`src/rtl/key_req_arbiter.sv`:
```
// Round-robin arbiter sharing one downstream req/key/ack port among N_REQ requesters,
// with a watchdog that aborts grants the responder never acknowledges.
module key_req_arbiter #(
    parameter int unsigned N_REQ   = 4,
    parameter int unsigned KEY_W   = 4,
    parameter int unsigned TIMEOUT = 16,
    localparam int unsigned IdW    = (N_REQ > 1) ? $clog2(N_REQ) : 1,
    localparam int unsigned WdW    = (TIMEOUT > 2) ? $clog2(TIMEOUT) : 1
) (
    input  logic                   clk,
    input  logic                   rst_n,
    input  logic [N_REQ-1:0]       s_req,
    input  logic [N_REQ*KEY_W-1:0] s_key,
    output logic [N_REQ-1:0]       s_ack,
    output logic                   m_req,
    output logic [KEY_W-1:0]       m_key,
    input  logic                   m_ack,
    output logic [IdW-1:0]         grant_id,
    output logic                   busy,
    output logic                   timeout_err,
    output logic [15:0]            done_count
);

    typedef enum logic [0:0] {StIdle, StBusy} state_e;

    state_e           state_q, state_d;
    logic [IdW-1:0]   ptr_q, ptr_d;
    logic [WdW-1:0]   wd_q, wd_d;
    logic [IdW-1:0]   grant_id_q, grant_id_d;
    logic [KEY_W-1:0] m_key_q, m_key_d;
    logic             timeout_err_q, timeout_err_d;
    logic [15:0]      done_count_q, done_count_d;

    logic             win_valid;
    logic [IdW-1:0]   win_idx;

    // First requester at or after ptr+1, wrapping modulo N_REQ.
    always_comb begin
        int unsigned    idx;
        logic [IdW-1:0] idx_w;
        win_valid = 1'b0;
        win_idx   = '0;
        idx       = 0;
        idx_w     = '0;
        for (int unsigned k = 1; k <= N_REQ; k++) begin
            idx = 32'(ptr_q) + k;
            if (idx >= N_REQ) begin
                idx = idx - N_REQ;
            end
            idx_w = IdW'(idx);
            if (!win_valid && s_req[idx_w]) begin
                win_valid = 1'b1;
                win_idx   = idx_w;
            end
        end
    end

    always_comb begin
        state_d       = state_q;
        ptr_d         = ptr_q;
        wd_d          = wd_q;
        grant_id_d    = grant_id_q;
        m_key_d       = m_key_q;
        timeout_err_d = 1'b0;
        done_count_d  = done_count_q;
        unique case (state_q)
            StIdle: begin
                if (win_valid) begin
                    grant_id_d = win_idx;
                    m_key_d    = s_key[win_idx*KEY_W +: KEY_W];
                    wd_d       = '0;
                    state_d    = StBusy;
                end
            end
            StBusy: begin
                if (m_ack) begin
                    ptr_d        = grant_id_q;
                    done_count_d = done_count_q + 16'd1;
                    state_d      = StIdle;
                end else if (wd_q == WdW'(TIMEOUT - 1)) begin
                    ptr_d         = grant_id_q;
                    timeout_err_d = 1'b1;
                    state_d       = StIdle;
                end else begin
                    wd_d = wd_q + 1'b1;
                end
            end
            default: state_d = StIdle;
        endcase
    end

    always_ff @(posedge clk or negedge rst_n) begin
        if (!rst_n) begin
            state_q       <= StIdle;
            ptr_q         <= IdW'(N_REQ - 1);
            wd_q          <= '0;
            grant_id_q    <= '0;
            m_key_q       <= '0;
            timeout_err_q <= 1'b0;
            done_count_q  <= '0;
        end else begin
            state_q       <= state_d;
            ptr_q         <= ptr_d;
            wd_q          <= wd_d;
            grant_id_q    <= grant_id_d;
            m_key_q       <= m_key_d;
            timeout_err_q <= timeout_err_d;
            done_count_q  <= done_count_d;
        end
    end

    // Acknowledge is steered combinationally so the requester sees it with no added latency.
    always_comb begin
        s_ack = '0;
        if (state_q == StBusy) begin
            s_ack[grant_id_q] = m_ack;
        end
    end

    assign m_req       = (state_q == StBusy);
    assign busy        = (state_q == StBusy);
    assign m_key       = m_key_q;
    assign grant_id    = grant_id_q;
    assign timeout_err = timeout_err_q;
    assign done_count  = done_count_q;

endmodule

```
`config.mk`:
```
export PLATFORM = sky130hd
export DESIGN_NAME = key_req_arbiter
export DESIGN_NICKNAME = d
export VERILOG_FILES = /design/src/rtl/key_req_arbiter.sv
export SDC_FILE = /design/constraint.sdc
export NUM_CORES = 1
export LEC_CHECK = 0
export ABC_CLOCK_PERIOD_IN_PS = 2500
export BUFFER_PORTS_ARGS = -buffer_cell sky130_fd_sc_hd__buf_2
export CORE_MARGIN = 4
export CORE_UTILIZATION = 52
export CTS_BUF_LIST = sky130_fd_sc_hd__clkbuf_4
export DETAILED_ROUTE_END_ITERATION = 10
export GPL_TIMING_DRIVEN = 0
export PLACE_DENSITY = 0.82
export SLEW_MARGIN = 5
export SYNTH_ARGS = -nofsm -noshare
export SYNTH_HDL_FRONTEND = slang
export SYNTH_SLANG_ARGS = --single-unit
export TNS_END_PERCENT = 20
```
`constraint.sdc`:
```
create_clock -name clk -period 2.5 [get_ports clk]
set_clock_uncertainty 0.05 [all_clocks]
set_input_delay 0.25 -clock clk [delete_from_list [all_inputs] [get_ports clk]]
set_output_delay 0.25 -clock clk [all_outputs]
set_load 0.02 [all_outputs]
```
==> Word-level counts from Yosys, hierarchy flattened <==
Cells that the tools add are included.
{ "word_totals": {"regBits": 30, "output_inout_bits": 29, "word_cells": 82} }
{ "classes": {"addsub": 10, "order_cmp": 10, "eq_ne": 4, "shift": 1, "muxes": 36, "n_bitwise": 2, "n_reduce_logical": 12} }
{ "op_table": {"columns": ["op", "count"], "rows": [
  ["2-bit two-way mux", 10],
  ["16-bit by 1-bit adder with 16-bit output, second input constant", 1],
  ["4-bit two-way mux", 4],
  ["16-bit by 5-bit indexed part select with 4-bit output", 1],
  ["2-bit by 3-bit < comparator with 1-bit output, second input constant", 5],
  ["1-bit two-way mux", 15],
  ["3-bit >= comparator, second input constant", 3],
  ["1-bit binary-select mux with 2-bit select", 4],
  ["4-bit case mux with 2 select lines", 1],
  ["2-bit by 1-bit subtractor with 2-bit output, second input constant", 4],
  ["2-bit by 2-bit adder with 3-bit output, second input constant", 2],
  ["2-bit inequality test, second input constant", 3],
  ["2-bit AND reduction", 3],
  ["2-bit by 3-bit adder with 4-bit output, second input constant", 1],
  ["4-bit by 1-bit adder with 4-bit output, second input constant", 1],
  ["4-bit bitwise AND", 1],
  ["4-bit == test, second input constant", 1],
  ["4-bit by 3-bit >= comparator with 1-bit output, second input constant", 1],
  ["1-bit logical AND", 4],
  ["2-bit by 1-bit adder with 3-bit output, second input constant", 1],
  ["1-bit logical NOT", 3],
  ["3-bit AND reduction", 1],
  ["1-bit demux with 2-bit select", 1],
  ["2-bit by 1-bit >= comparator with 1-bit output, second input constant", 1],
  ["other kinds (3)", 3]
]} }

==> Longest topological paths before layout <==
Gate-level depths: netlist of run 1.
{ "logic_depth": {"word_depth": 17, "depth_mapped": 6, "depth_no_buf": 6} }

==> Least setup slack after synthesis of run 1 <==
OpenSTA, ideal clock, no wires.
{ "synth_path": {"path_type": "flip-flop to flip-flop", "startpoint": "reg ptr_q[1]", "endpoint": "reg m_key_q[1], in the netlist m_key[1]", "arrival_ps": 1796, "path_slack_ps": 527, "stages_incl_launch_ff": 7, "synth_period_minus_slack_ps": 1973, "path_cell_list": "dfstp_2 > buf_6 > mux2i_1 > o22ai_2 > a21oi_4 > mux2_4 > a311o_1"} }
{ "synth_between": {"elab_chain_cells": 16} }
{ "synth_rtl": {"columns": ["element", "line_no", "source"], "rows": [
  ["from (decl)", "27", "logic [IdW-1:0] ptr_q, ptr_d;"],
  ["from (signal assigned)", "95", "ptr_q <= IdW'(N_REQ - 1);"],
  ["from (signal assigned)", "103", "ptr_q <= ptr_d;"],
  ["2-bit by 1-bit adder with 3-bit output", "46", "idx = 32'(ptr_q) + k;"],
  ["3-bit >= comparator or 2-bit by 1-bit subtractor with 2-bit output (tied branches)", "47, 48", null],
  ["2-bit two-way mux", "47", "if (idx >= N_REQ) begin"],
  ["1-bit binary-select mux with 2-bit select", "51", "if (!win_valid && s_req[idx_w]) begin"],
  ["1-bit two-way mux (implied by the code)", "51", null],
  ["1-bit two-way mux", "51", null],
  ["1-bit logical NOT", "51", null],
  ["1-bit logical AND", "51", null],
  ["1-bit two-way mux", "51", null],
  ["1-bit logical NOT", "51", null],
  ["1-bit logical AND", "51", null],
  ["1-bit two-way mux", "51", null],
  ["1-bit logical NOT", "51", null],
  ["1-bit logical AND", "51", null],
  ["2-bit two-way mux or 1-bit two-way mux (tied branches)", "51", null],
  ["16-bit by 5-bit indexed part select with 4-bit output or 2-bit AND reduction (tied branches)", null, null],
  ["to (signal assigned)", "106", "m_key_q <= m_key_d;"],
  ["to (decl)", "30", "logic [KEY_W-1:0] m_key_q, m_key_d;"]
]} }
Parallel ways exist; a longest one is shown, timed or not. The select of a mux whose other input is x is not followed.
A chain may end at the register's enable or synchronous reset.

==> Worst setup path in the final report of run 1 <==
Ends and elaborated chain as after synthesis.

==> impl_metrics.py, run 1 <==
metrics = {
    "timing": {
        "min_period_ns": 2.10,
        "finalSetupViolations": 0,
        "max_freq_mhz": 475,
        "drv_slew": 0,
        "worst_pin_slew_ns": 0.662,
        "worst_slack_ns": 0.395,
        "timing.setup.tns_ns": 0,
        "fin_crit_sh_pct": 84.2,
        "rsz0062_at_grt": "false",
        "slew_headroom_pct": 55.9,
        "hold_viol": 0,
    },
    "cells_and_area": {
        "final_util_pct": 68.9,
        "diodes": 0,
        "area_growth_pct": 24.1,
        "drive_above_1_share_pct": 36.7,
        "nNetsFinal": 235,
        "final_common_cell": "buf_2",
        "final_cell_mix": "buf_2, dfrtp_1, nand2_1",
    },
    "placed_design": {
        "post-place-ws_ns": 0.406,
        "dpl.hpwl_mm": 2.59,
        "globalplace.congestion": 0.769,
        "port_buffers": 51,
    },
    "route": {
        "ant_nets": 0,
        "firstDrtPassIters": 4,
        "viasPerCell": 5.41,
        "vias": 1305,
        "wl_per_cell_um": 14.3,
        "drc": 0,
        "wl_mm": 3.44,
        "first_iter_violations": 39,
    },
    "hold_path": {
        "hp-class": "in2reg",
    },
    "yosys": {
        "synthSimpleGateAreaFrac_pct": 19.2,
        "syn_inst": 151,
        "synthAdderAreaFrac_pct": 1.61,
        "ys_types": 35,
        "ys_warn_count": 0,
        "synth_xor_area_share_pct": 9.56,
        "synth-compound-area-share_pct": 9.16,
        "ys_ff_latch": 30,
        "syn_area_um2": 1560,
        "synthMuxAreaShare_pct": 7.79,
        "syn_nets": 176,
        "synth_top_family_by_area": "simple AND/OR/NAND/NOR gates",
        "synth.avg_cell_area_um2": 10.3,
        "synth-seq-area-share_pct": 48.4,
    },
    "die": {
        "dieArea_um2": 3940,
        "initial_core_util_pct": 55.5,
        "rows": 19,
        "die_h_um": 62.7,
        "die_w_um": 62.7,
        "ios": 52,
        "core_um2": 2810,
    },
    "setup_path": {
        "cp-end-kind": "register",
        "start_kind": "register",
        "crit_path_cell_trace": "buf_6, mux2i_1, o22ai_2, a21oi_4, mux2_4, a311o_1",
        "crit_fanout": 8,
        "max_stage_delay_ns": 0.54,
        "cp_top_family": "compound AO/OA/AOI/OAI gates",
        "crit_slowest_cell": "dfstp_2",
        "path_buf_inv": 1,
        "arrival_ns": 2.27,
        "critPathKind": "reg2reg",
        "required_ns": 2.66,
    },
    "global_routing": {
        "antenna_found_initial": 0,
        "grt_usage_pct": 18.5,
        "gr-total-overflow": 0,
        "grt_pass1_wl_mm": 5.67,
        "grt_pass1_vias": 1260,
        "grt_start_max_net_pins": 31,
    },
    "cts": {
        "cts_buffers": 5,
        "h-tree-depth": 2,
        "root_buffer": "clkbuf_4",
        "clock_path_buffers": 2,
        "clk_latency_ns": 0.33,
        "clk_pin_slew_ns": 0.09,
        "cts.repair.resized": 0,
        "postCtsSetupBuffers": 0,
        "cts_tree": "yes",
        "cts.sink_count": 30,
    },
    "power": {
        "power.density_nw_per_um2": 1040,
        "peakVddDrop_mv": 0.614,
        "leakagePower_uw": 0.000999,
    },
    "status": {
        "status": "complete, no violations",
    },
    "flow_run": {
        "max_cap_violations": 0,
    },
}
## layout make-up
type,count,area [um^2]
Inverter,8,30.0
Clock inverter,2,33.8
Sequential cell,30,753
Multi-Input combinational cell,109,737
Timing Repair Buffer,52,265
Buffer,4,37.5
Fill cell,228,872
Tap cell,31,38.8
Clock buffer,5,37.5
## metrics by stage
step | power [uW] | std cells | hold slack, ns | cell area, um^2
2_1_floorplan | 1390 | 151 | -0.0956 | 1560
3_3_place_gp | 1610 | 233 | 0.251 | 1850
3_5_place_dp | 1660 | 233 | 0.261 | 1850
4_1_cts | 2030 | 241 | 0.175 | 1930
5_1_grt | 2150 | 241 | 0.170 | 1930
6_report | 2010 | 241 | 0.177 | 1930
## cell usage after synthesis, drive strengths merged
library cell / number / share of area, %
dfrtp: 28 / 45
nand2: 16 / 3.9
nand3: 13 / 4.2
nor2: 12 / 2.9
xnor2: 11 / 6.2
inv: 8 / 1.9
mux2: 6 / 4.6
xor2: 6 / 3.4
and3: 5 / 2.0
mux2i: 5 / 3.2
o21ai: 5 / 1.8
buf: 4 / 2.4
nand4: 4 / 1.6
a21oi: 3 / 1.7
nor3: 3 / 0.96
o221ai: 3 / 1.7
a31oi: 2 / 0.80
and2b: 2 / 1.0
dfstp: 2 / 3.4
ha: 2 / 1.6
nand2b: 2 / 0.80
a21o: 1 / 0.56
a22o: 1 / 0.56
a311o: 1 / 0.64
a31o: 1 / 0.56
and2: 1 / 0.40
nand3b: 1 / 0.48
o22ai: 1 / 0.80
or2: 1 / 0.40
or2b: 1 / 0.56
## state kept, by name, indices dropped and copies added (netlist names)
register and flops:
done_count 16, m_key 4, wd_q 4, grant_id 2
ptr_q 2, busy 1, timeout_err 1
## tightest hold or removal path: cells and delay by family
| family | cells | cell delay, ns |
|---|---|---|
| multiplexers | 1 | 0.06 |
| AO/OA/AOI/OAI | 1 | 0.14 |
| buffers and inverters | 1 | 0.07 |
## cells by family (layout without fill, tap and decap cells)
family | Yosys count | in the layout
and+or+nand+nor | 61 | 61
AOI/OAI and AO/OA | 18 | 18
adders and majority gates | 2 | 2
buffers and inverters | 12 | 71
xor gates and xnor gates | 17 | 17
DFF | 30 | 30
muxes | 11 | 11
## final timing paths
path | start | endpoint | slack [ns] | cells past startpoint
worst max-delay path | ptr_q[1]$_DFFE_PN1P_ | m_key[1]$_DFFE_PN0P_ | 0.40 | 6
worst min-delay path | s_key[12] | m_key[0]$_DFFE_PN0P_ | 0.18 | 3
worst max register to register | ptr_q[1]$_DFFE_PN1P_ | m_key[1]$_DFFE_PN0P_ | 0.40 | 6
worst min register to register | done_count[15]$_DFFE_PN0P_ | done_count[15]$_DFFE_PN0P_ | 0.42 | 1
max in group asynchronous | rst_n | m_key[3]$_DFFE_PN0P_ | 1.54 | 2
min in group asynchronous | rst_n | done_count[1]$_DFFE_PN0P_ | 0.42 | 2
## layer usage
layer / global-route usage [%] / vias to the layer above / part of all wire, %
met5: 0 / - / 0
li1: - / 643 / -
met4: 9.09 / 0 / 2.2
met3: 5.40 / 8 / 6.9
met2: 32.0 / 43 / 50
met1: 20.7 / 611 / 41
## repair_timing
action	CTS	global route
setup endpoints to repair	0	0
endpoints found under the hold margin	28	0
hold buffers	1	0
## power by group
part / internal [uW] / leakage (uW) / total, uW / switching (uW)
registers: 631 / 0.000387 / 779 / 148
clock network: 202 / 0.0000387 / 359 / 158
logic: 374 / 0.000573 / 871 / 497
(Power assumes the default switching activity.)
==> inputs of run 2 (changes only) <==
ABC_CLOCK_PERIOD_IN_PS = 1800   (was 2500)
CORE_UTILIZATION = 47   (was 52)
PLACE_DENSITY = 0.78   (was 0.82)
clock period = 1.8 ns   (was 2.5 ns; I/O delays follow)
==> run 2 against run 1 <==
Compared with the run above:
- the flow now finishes with violations (setup timing)
- utilization down 4.0 points
- clock-buffer cell count up 1
- maximum frequency up 13%
- largest power group unchanged
- die area up 9.3%
- largest cell class is now multi-input gates
- hold slack worse by 0.080 ns
- sequential share of layout area down 1.6 points
- critical path depth down 1
- global-route usage down 1.4 points
==> impl_metrics.py, run 2 (synthesis gave the netlist of run 1 again) <==
metrics = {
    "status": {
        "status": "finished with violations",
        "violations": "setup timing",
    },
    "setup_path": {
        "crit_fanout": 4,
        "start_kind": "register",
        "arrival_ns": 2.03,
        "startpoint": "ptr_q[1]$_DFFE_PN1P_",
        "required_ns": 1.97,
        "reg2reg_from": "ptr_q[1]$_DFFE_PN1P_",
        "critPathKind": "reg2reg",
        "cp-end-kind": "register",
    },
    "placed_design": {
        "port_buffers": 51,
        "globalplace.congestion": 0.735,
        "postPlaceCellArea_um2": 1870,
        "dpl.hpwl_mm": 2.46,
        "post-place-ws_ns": -0.239,
    },
    "timing": {
        "worst_slack_ns": -0.0567,
        "hold_viol": 0,
        "max_freq_mhz": 539,
        "rsz0062_at_grt": "true",
        "finalSetupViolations": 1,
        "min_period_ns": 1.86,
        "fin_crit_sh_pct": 103,
        "drv_slew": 0,
        "worst_pin_slew_ns": 0.636,
        "slew_headroom_pct": 57.6,
    },
    "cts": {
        "clock_path_buffers": 2,
        "h-tree-depth": 2,
        "cts_buffers": 5,
        "root_buffer": "clkbuf_4",
        "clk_pin_slew_ns": 0.09,
        "cts_tree": "yes",
        "clk_latency_ns": 0.34,
        "cts.sink_count": 30,
    },
    "cells_and_area": {
        "diodes": 0,
        "largest_register_ffs": 16,
        "final_util_pct": 65.0,
        "fillerInstances": 285,
        "area_growth_pct": 29.4,
        "design_area_um2": 2020,
        "final_common_cell": "buf_2",
        "final_cell_mix": "buf_2, dfrtp_1, nand2_1",
        "drive_above_1_share_pct": 39.6,
        "nNetsFinal": 236,
    },
    "route": {
        "wl_per_cell_um": 13.3,
        "wl_mm": 3.41,
        "vias": 1355,
        "first_iter_violations": 58,
        "drc": 0,
        "viasPerCell": 5.29,
        "ant_nets": 0,
        "firstDrtPassIters": 4,
    },
    "power": {
        "power.density_nw_per_um2": 1440,
        "leakagePower_uw": 0.00104,
        "peakVddDrop_mv": 0.718,
    },
    "global_routing": {
        "grt_usage_pct": 17.1,
        "grt_use_met3_pct": 4.79,
        "grt_pass1_vias": 1315,
        "gr-total-overflow": 0,
        "grt_start_max_net_pins": 31,
        "grtUsageMet2_pct": 29.3,
        "grt.busiest_layer": "met2",
        "antenna_found_initial": 0,
        "met1_usage_pct": 20.2,
        "grt_pass1_wl_mm": 5.69,
    },
    "hold_path": {
        "hp-class": "in2reg",
        "hp-start": "s_key[10]",
    },
    "die": {
        "die_w_um": 65.6,
        "core_um2": 3100,
        "die_h_um": 65.6,
        "rows": 20,
        "initial_core_util_pct": 50.2,
        "dieArea_um2": 4300,
        "ios": 52,
    },
    "flow_run": {
        "max_cap_violations": 0,
    },
}
## run 2: final timing paths
path | endpoint | slack, ns | depth (start not counted)
max in group asynchronous | done_count[11]$_DFFE_PN0P_ | 0.94 | 2
min in group asynchronous | done_count[5]$_DFFE_PN0P_ | 0.34 | 2
max | m_key[1]$_DFFE_PN0P_ | -0.06 | 5
min | m_key[2]$_DFFE_PN0P_ | 0.1 | 3
max reg2reg | m_key[1]$_DFFE_PN0P_ | -0.06 | 5
min reg2reg | done_count[15]$_DFFE_PN0P_ | 0.42 | 1
## run 2: repair_timing
item | CTS | global route
endpoints found under the setup margin | 6 | 7
hold endpoints to repair | 28 | 0
hold buffers | 1 | 0
pin swaps | 1 | 0
resized for setup | 1 | 9
setup buffers | 2 | 0
## run 2: per-layer routing
layer / wire [um] / part of all wire, %
met5: 0 / 0
met4: 36 / 1.1
met3: 242 / 7.1
met1: 1480 / 43
met2: 1660 / 49
## run 2: worst max-delay path, stage by stage, from the launching register on
cell	delay (ns)
dfstp_2	0.59
mux2i_1	0.22
o22ai_2	0.12
a21oi_4	0.19
mux2_4	0.31
a311o_1	0.26
## run 2: through the flow
| stage | TNS (ns) | total power [uW] | instances | hold slack, ns |
|---|---|---|---|---|
| 4_1_cts | -0.0453 | 2850 | 256 | 0.104 |
| 3_5_place_dp | -0.620 | 2280 | 246 | 0.190 |
| 3_3_place_gp | -0.559 | 2250 | 246 | 0.195 |
| 6_report | -0.0567 | 2890 | 256 | 0.0975 |
| 5_1_grt | -0.247 | 3090 | 256 | 0.0972 |
| 2_1_floorplan | -0.141 | 1920 | 151 | -0.166 |
## run 2: final cells by class
class / instances / area [um^2] / area share, %
plain buffers: 3 / 26.3 / 1.30
clock buffers: 6 / 45.0 / 2.23
clock inverters: 2 / 33.8 / 1.68
inverters: 8 / 30.0 / 1.49
multi-input cells: 109 / 779 / 38.7
flip-flops and latches: 30 / 753 / 37.4
well taps: 44 / 55.1 / 2.73
repair buffers: 54 / 293 / 14.5
## run 2: power breakdown
group | internal, uW | leakage (uW) | switching [uW]
clock | 304 | 0.0000433 | 232
sequential | 877 | 0.000387 | 202
combinational | 576 | 0.000613 | 702
total | 1760 | 0.00104 | 1140
==> inputs of run 3 (changes only) <==
MAX_ROUTING_LAYER = met4   (was default)
REMOVE_ABC_BUFFERS = 1   (was default)
==> run 3 against run 2 <==
Compared with the run above:
- the flow still finishes with violations (setup timing)
- via count down 4.0%
- register-to-register slack about the same
- sequential share of layout area up 1.1 points
- sequential power about the same
- sequential cell count unchanged
- routed wire length down 2.0%
- total power down 6.4%
- global-route usage up 0.79 points
- final cell count unchanged
- hold slack better by 0.0057 ns
- first-iteration DRC count up 34%
- critical endpoint unchanged
==> impl_metrics.py, run 3 (synthesis gave the netlist of run 1 again) <==
metrics = {
    "die": {
        "dieArea_um2": 4300,
        "core_um2": 3100,
        "die_h_um": 65.6,
        "die_w_um": 65.6,
        "initial_core_util_pct": 50.2,
        "rows": 20,
        "ios": 52,
    },
    "global_routing": {
        "gr-total-overflow": 0,
        "grt_start_max_net_pins": 31,
        "grt_pass1_wl_mm": 5.78,
        "grt_usage_pct": 17.9,
        "grt_pass1_vias": 1327,
        "antenna_found_initial": 0,
    },
    "power": {
        "peakVddDrop_mv": 0.699,
        "leakagePower_uw": 0.00100,
        "total_power_uw": 2710,
        "power.density_nw_per_um2": 1380,
    },
    "hold_path": {
        "hp-class": "in2reg",
    },
    "route": {
        "first_iter_violations": 78,
        "firstDrtPassIters": 4,
        "viasPerCell": 5.08,
        "ant_nets": 0,
        "vias": 1301,
        "wl_mm": 3.34,
        "wl_per_cell_um": 13.1,
        "drc": 0,
    },
    "setup_path": {
        "r2r_cells": 5,
        "arrival_ns": 2.03,
        "critPathKind": "reg2reg",
        "required_ns": 1.97,
        "crit_fanout": 4,
        "start_kind": "register",
        "rrSetupSlack_ns": -0.06,
        "crit-reg2reg-capture": "m_key[1]$_DFFE_PN0P_",
        "reg2reg_from": "ptr_q[1]$_DFFE_PN1P_",
        "startpoint": "ptr_q[1]$_DFFE_PN1P_",
        "path_buf_inv": 0,
        "crit_cells": 5,
        "crit_slowest_cell": "dfstp_2",
        "cp-end-kind": "register",
        "cp_top_family": "compound AO/OA/AOI/OAI gates",
        "cp-endpoint": "m_key[1]$_DFFE_PN0P_",
        "max_stage_delay_ns": 0.58,
        "crit_path_cell_trace": "mux2i_2, o22ai_2, a21oi_4, mux2_4, a311o_1",
    },
    "flow_run": {
        "max_cap_violations": 0,
    },
    "timing": {
        "fin_crit_sh_pct": 103,
        "min_period_ns": 1.86,
        "timing.setup.tns_ns": -0.138,
        "drv_slew": 0,
        "hold_viol": 0,
        "worst_slack_ns": -0.0595,
        "rsz0062_at_grt": "true",
        "slew_headroom_pct": 57.4,
        "worst_pin_slew_ns": 0.639,
        "finalSetupViolations": 4,
        "max_freq_mhz": 538,
    },
    "cells_and_area": {
        "nNetsFinal": 236,
        "final_common_cell": "buf_2",
        "drive_above_1_share_pct": 39.6,
        "final_cell_mix": "buf_2, dfrtp_1, nand2_1",
        "diodes": 0,
        "area_growth_pct": 26.0,
        "design_area_um2": 1960,
        "largest_register_ffs": 16,
        "layout.cells.non_filler": 256,
    },
    "cts": {
        "cts_tree": "yes",
        "clk_pin_slew_ns": 0.09,
        "clock_path_buffers": 2,
        "root_buffer": "clkbuf_4",
        "clk_latency_ns": 0.33,
        "cts.sink_count": 30,
        "cts_buffers": 5,
        "h-tree-depth": 2,
    },
    "status": {
        "status": "finished with violations",
        "violations": "setup timing",
    },
    "placed_design": {
        "place_inst": 242,
        "postPlaceCellArea_um2": 1840,
        "globalplace.congestion": 0.769,
        "port_buffers": 51,
        "dpl.hpwl_mm": 2.41,
    },
}
==> run 3: cell count changes in the layout (fill, tap and decap cells not counted), sizes merged <==
cell / previous run / this run
clkbuf: 6 / 8
bufinv: 1 / 0
clkinv: 1 / 0
==> run 3: per-layer routing <==
| layer | wire length, um | GRT usage (%) |
|---|---|---|
| met1 | 1430 | 21.1 |
| met2 | 1610 | 28.2 |
| met3 | 252 | 5.98 |
| met4 | 54 | 6.99 |
| met5 | 0 | - |
==> run 3: how the worst min path moves through the flow <==
stage	startpoint	endpoint	depth (start not counted)
2_1_floorplan	rst_n	busy$_DFF_PN0_	0
3_3_place_gp	rst_n	done_count[15]$_DFFE_PN0P_	1
3_5_place_dp	rst_n	done_count[15]$_DFFE_PN0P_	1
4_1_cts	s_key[12]	m_key[0]$_DFFE_PN0P_	3
5_1_grt	s_key[15]	m_key[3]$_DFFE_PN0P_	3
6_report	s_key[12]	m_key[0]$_DFFE_PN0P_	3
==> run 3: tightest hold or removal path: cells and delay by family <==
family | cells | cell delay (ns)
compound gates | 1 | 0.14
buf+inv | 1 | 0.07
mux | 1 | 0.06
==> run 3: layout make-up <==
type                    instances  area, um^2
repair buffers                 57         303
inverters                       8        30.0
flip-flops and latches         30         754
well taps                      44        55.1
multi-input cells             109         761
clock buffers                   8        60.1
fillers                       271        1140
==> run 3: per-stage QoR <==
stage	hold WS, ns	setup slack [ns]	util, %
5_1_grt	0.107	-0.126	63.3
6_report	0.103	-0.0595	63.3
4_1_cts	0.0955	-0.0310	62.9
3_3_place_gp	0.190	-0.478	59.0
2_1_floorplan	-0.166	-0.334	-
3_5_place_dp	0.192	-0.258	59.2
==> run 3: power by group <==
group	switching, uW	internal (uW)
combinational	670	523
sequential	211	880
clock	222	201
total	1100	1600
==> run 3: repair_timing <==
| action | CTS | global route |
|---|---|---|
| pin swaps | 0 | 1 |
| hold endpoints to repair | 28 | 0 |
| endpoints found under the setup margin | 7 | 6 |
| hold buffers | 1 | 0 |
| resized for setup | 3 | 2 |
| buffers inserted | 4 | 1 |
